<file path="src/rtl/id_ex_stage.sv">
// ID/EX pipeline register with load-use hazard detection, flush handling and a
// saturating counter of inserted load-use bubbles.
module id_ex_stage (
    input  logic        clk,
    input  logic        reset,
    input  logic [15:0] ID_Ctrl,
    input  logic        ID_Valid,
    input  logic [31:0] ID_PC4,
    input  logic [31:0] ID_RsData,
    input  logic [31:0] ID_RtData,
    input  logic [31:0] ID_Imm,
    input  logic [4:0]  ID_Rs,
    input  logic [4:0]  ID_Rt,
    input  logic [4:0]  ID_Rd,
    input  logic [4:0]  ID_Shamt,
    input  logic [5:0]  ID_Funct,
    input  logic        EX_BranchTaken,
    output logic [15:0] EX_Ctrl,
    output logic        EX_Valid,
    output logic [31:0] EX_PC4,
    output logic [31:0] EX_RsData,
    output logic [31:0] EX_RtData,
    output logic [31:0] EX_Imm,
    output logic [4:0]  EX_Rs,
    output logic [4:0]  EX_Rt,
    output logic [4:0]  EX_Rd,
    output logic [4:0]  EX_Shamt,
    output logic [5:0]  EX_Funct,
    output logic        Stall,
    output logic [15:0] BubbleCount
);
    localparam int DATA_W = 32;

    logic [15:0]       ctrl_p1;
    logic              vld_p1;
    logic [DATA_W-1:0] pc4_p1, rsData_p1, rtData_p1, imm_p1;
    logic [4:0]        rs_p1, rt_p1, rd_p1, shamt_p1;
    logic [5:0]        funct_p1;
    logic [15:0]       bubbleCount;

    logic usesRs, usesRt, rsHazard, rtHazard, loadBubble;

    function automatic logic [15:0] satInc(input logic [15:0] v);
        return (v == 16'hFFFF) ? v : v + 16'd1;
    endfunction

    // Hazard detection looks only at register indices and control bits.
    always_comb begin
        usesRs     = ~ID_Ctrl[13] & (ID_Ctrl[1:0] != 2'b10);
        usesRt     = ~ID_Ctrl[14] | ID_Ctrl[7] | ID_Ctrl[2];
        rsHazard   = usesRs & (rt_p1 == ID_Rs);
        rtHazard   = usesRt & (rt_p1 == ID_Rt);
        Stall      = vld_p1 & ctrl_p1[6] & (rt_p1 != 5'd0) & ID_Valid & ~EX_BranchTaken
                   & (rsHazard | rtHazard);
        loadBubble = EX_BranchTaken | Stall | ~ID_Valid;
    end

    // ID -> EX stage boundary
    always_ff @(posedge clk) begin
        if (reset || loadBubble) begin
            ctrl_p1   <= '0;
            vld_p1    <= 1'b0;
            pc4_p1    <= '0;
            rsData_p1 <= '0;
            rtData_p1 <= '0;
            imm_p1    <= '0;
            rs_p1     <= '0;
            rt_p1     <= '0;
            rd_p1     <= '0;
            shamt_p1  <= '0;
            funct_p1  <= '0;
        end else begin
            ctrl_p1   <= ID_Ctrl;
            vld_p1    <= 1'b1;
            pc4_p1    <= ID_PC4;
            rsData_p1 <= ID_RsData;
            rtData_p1 <= ID_RtData;
            imm_p1    <= ID_Imm;
            rs_p1     <= ID_Rs;
            rt_p1     <= ID_Rt;
            rd_p1     <= ID_Rd;
            shamt_p1  <= ID_Shamt;
            funct_p1  <= ID_Funct;
        end
    end

    // Flush bubbles never count because Stall is already masked by EX_BranchTaken.
    always_ff @(posedge clk) begin
        if (reset)
            bubbleCount <= '0;
        else if (Stall)
            bubbleCount <= satInc(bubbleCount);
        else
            bubbleCount <= bubbleCount;
    end

    assign EX_Ctrl     = ctrl_p1;
    assign EX_Valid    = vld_p1;
    assign EX_PC4      = pc4_p1;
    assign EX_RsData   = rsData_p1;
    assign EX_RtData   = rtData_p1;
    assign EX_Imm      = imm_p1;
    assign EX_Rs       = rs_p1;
    assign EX_Rt       = rt_p1;
    assign EX_Rd       = rd_p1;
    assign EX_Shamt    = shamt_p1;
    assign EX_Funct    = funct_p1;
    assign BubbleCount = bubbleCount;
endmodule

</file>
<file path="config.mk">
export PLATFORM = sky130hd
export DESIGN_NAME = id_ex_stage
export DESIGN_NICKNAME = d
export VERILOG_FILES = /design/src/rtl/id_ex_stage.sv
export SDC_FILE = /design/constraint.sdc
export NUM_CORES = 1
export LEC_CHECK = 0
export CELL_PAD_IN_SITES_DETAIL_PLACEMENT = 0
export CELL_PAD_IN_SITES_GLOBAL_PLACEMENT = 1
export CORE_MARGIN = 1.5
export CORE_UTILIZATION = 26
export DETAILED_ROUTE_END_ITERATION = 6
export PLACE_DENSITY_LB_ADDON = 0.1
export SLEW_MARGIN = 10
export SYNTH_ARGS = -nofsm -noshare
export SYNTH_HDL_FRONTEND = slang
export SYNTH_SLANG_ARGS = --single-unit
</file>
<file path="constraint.sdc">
create_clock -name clk -period 2.5 [get_ports clk]
set_input_delay 0.25 -clock clk [delete_from_list [all_inputs] [get_ports clk]]
set_output_delay 0.25 -clock clk [all_outputs]
set_load 0.005 [all_outputs]
</file>
==> impl_results.md, run 1 <==
- CTS tree: built
- Final WL: 17.68 mm
- Leak: 3.897 nW
- I/O pin cnt: 362
- # Post-CTS Setup Buffers: 0
- Area post-placement: 9613 um2
- Finish-stage setup viols: 0
- Setup TNS: 0 ps
- Post-synthesis simple-gate area fraction: 0.2579
- Critical Path Start Type: flip-flop
- Synth Area in XOR/XNOR: 0.01546
- Vias in the first global route: 4436
- GR Util met1: 0.1546
- Htree depth: 4
- Detailed router's first-iteration violation count: 91
- Antenna Cells: 0
- Final HPWL DP: 13.76 mm
- Crit Path Max Fanout: 4
- Final Hold Fails: 0
- Unrepaired setup endpoints after global routing: no
- Post-Syn Area: 5667 um2
- GRT overflow: 0
- Mapped Avg Cell Area: 11.61 um2
- Top_reg_cell synth: dfxtp_1
- Final Cell Area: 10200 um2
- Data arrival, critical path: 1910 ps
- Synth cell types: 41
- Outcome: complete, no violations
- Fin crit share: 0.8658
- Min setup slack post-route: 335.6 ps
- Clock Path Buffers: 2
- Clock slew at reported path FFs: 80 ps
- Clk_skew: 14.70 ps
- Crit end category: output pin
- Worst-Skew Late Latency: 430 ps
- Number of detailed-route iterations in the first pass: 4
- Routed Antenna Nets: 0
- GRT met2 Usage: 0.2651
- Register area share after synthesis: 0.6606
- Kind of critical path: flip-flop to output pin
- MaxCap Viol Count: 0
- Core Rows: 53
- Via count: 4533
- Syn nets: 663
- Post-synthesis mux area share: 0.01568
- Synth top area share: 0.6606
- Core Box Area: 21220 um2
- Worst path required time: 2250 ps
- Die ar.: 22690 um2
- Wirelength per Cell: 15.51 um
- Ys async rst share: 0
- Fin. max-slew vios: 0
- Post-synth EDFFs: 0
- Initial Utilization: 0.2670
- Ranking of synthesized cells by instance count: dfxtp_1 (187), and2_1 (170), buf_2 (12)
- RePlAce Congestion: 0.7060
- Tot GR Track Use: 0.1485
- Chip Width: 150.6 um
- Filler cells: 1977
- Synth Register Bits: 187
- Adder-Cell Fraction of Synth Area: 0.002208
- TritonCTS buffer count: 17
- Most common cell in the netlist: dfxtp_1
- WHS: 376.1 ps
- Peak Freq: 0.4620 GHz
- Busiest grt layer: met2
- Worst Tran Pin Value: 438.9 ps
- Initial antenna violation count: 0
- Hold crit path type: primary input to flip-flop
- Largest family of logic cells by synthesized area: simple AND/OR/NAND/NOR gates
- Slew HR: 0.7061
- Area delta synth->final: 79.93%
- Total clock sinks: 187
- VDD IR-drop max: 0.0003651 V
- Compound-Gate Fraction of Synth Area: 0.02561
- Cells after Synth: 488
- Post-synth top area cell: dfxtp_1
- Global-route wire length before repair: 25.00 mm
- Pre-CTS setup slack: 38.76 ps
- Min Tclk post-route: 2164 ps
- Via-per-instance ratio: 3.976
- Layout cell share with drive strength beyond 1: 0.06358
- Port Buffer Count: 361
- Final Net Count: 1027
- Pwr Density: 610.5 nW/um2
- Met3 global-route usage: 0.06121
- # DRC: 0
- Clk root buf: clkbuf_16
- Largest net degree at the start of global routing: 76
- Die Height: 150.6 um
- Yosys warns: 0
- Top cells by area, synth: dfxtp_1 (66%), and2_1 (19%), xor2_1 (1.5%)
==> kinds of logic (layout without fill, tap and decap cells) <==
kind of cell / after synthesis / count (layout)
fa+ha+maj: 1 / 1
xor+xnor: 10 / 10
simple gates: 235 / 235
flops: 187 / 187
buf+inv: 27 / 404
mux: 7 / 7
compound gates: 21 / 21
==> worst paths after layout <==
kind,from,end,slack (ps),cells after the start
setup / recovery,EX_Rt[0],Stall,340,6
setup reg to reg,EX_Rt[0],BubbleCount[8],430,7
hold reg to reg,BubbleCount[9],BubbleCount[9],490,2
hold / removal,ID_RtData[14],EX_RtData[14],380,2
==> worst max-delay path, cell delays in order, from the launching register on <==
cell and delay, ps:
dfxtp_1 360, xor2_1 180, nor4_2 320, buf_4 160, a22oi_2 80, nor2_1 110, dlygate4sd2_1 270
==> power breakdown <==
group	total (mW)	internal (mW)	switching, mW
registers	3.07	3.05	0.0218
clock network	2.61	1.35	1.26
logic	0.540	0.403	0.137
total	6.22	4.81	1.42
==> registers in the layout, summed over array words and instances, names as in the netlist <==
signal and flops:
EX_Rd 5, EX_Imm 32, EX_RsData 32, EX_Rt 5
EX_Ctrl 16, EX_Rs 5, EX_Funct 6, EX_PC4 32
BubbleCount 16, EX_Shamt 5, EX_RtData 32, EX_Valid 1
==> per-stage QoR <==
stage                     utilization  std cells  power, mW
after detailed placement       0.4530       1108      3.688
after floorplan                     -        488      3.240
final                          0.4805       1140      6.225
after global placement         0.4530       1108      3.684
after global routing           0.4805       1140      6.477
after CTS                      0.4805       1140      6.337
==> cells in the final DEF, fill, tap and decap left out, drive strengths merged, types with 7 or more instances in the layout <==
cell           instances
clkdlybuf4s50        360
clkbuf                19
a21oi                  8
nor2                  11
o31ai                  7
xor2                  10
inv                    8
nor3                   7
buf                    8
and2                 171
nand2                  7
clkinv                 7
nor2b                  8
or4                    8
dfxtp                187
==> metal layers <==
| layer | up-vias | share of wire |
|---|---|---|
| met5 | - | 0 |
| met4 | 0 | 0.018 |
| met3 | 21 | 0.098 |
| met2 | 203 | 0.51 |
| met1 | 2019 | 0.37 |
| li1 | 2290 | - |
==> cell type report <==
class                      count  area (um2)  share of cell area
clock buffer                  19       442.9             0.04344
clock inverter                13       135.1             0.01325
inverter                       3       11.26            0.001104
multi-input combinational    274        1809              0.1774
sequential                   187        3744              0.3672
tap                          275       344.1             0.03375
timing repair buffer         369        3710              0.3638
==> what timing repair did <==
action                                  CTS  global route
endpoints found under the setup margin    1             0
endpoints found under the hold margin     0             0
hold buffers                              0             0
gates resized for setup                   2             0
Note: power is estimated with default switching activity, not from simulation.
==> run 2, diff against run 1 <==
Settings changed: ABC_CLOCK_PERIOD_IN_PS set to 2500, CTS_CLUSTER_SIZE set to 24.
==> results of run 2 <==
The final DEF is identical to that of run 1; final timing and power are the same.
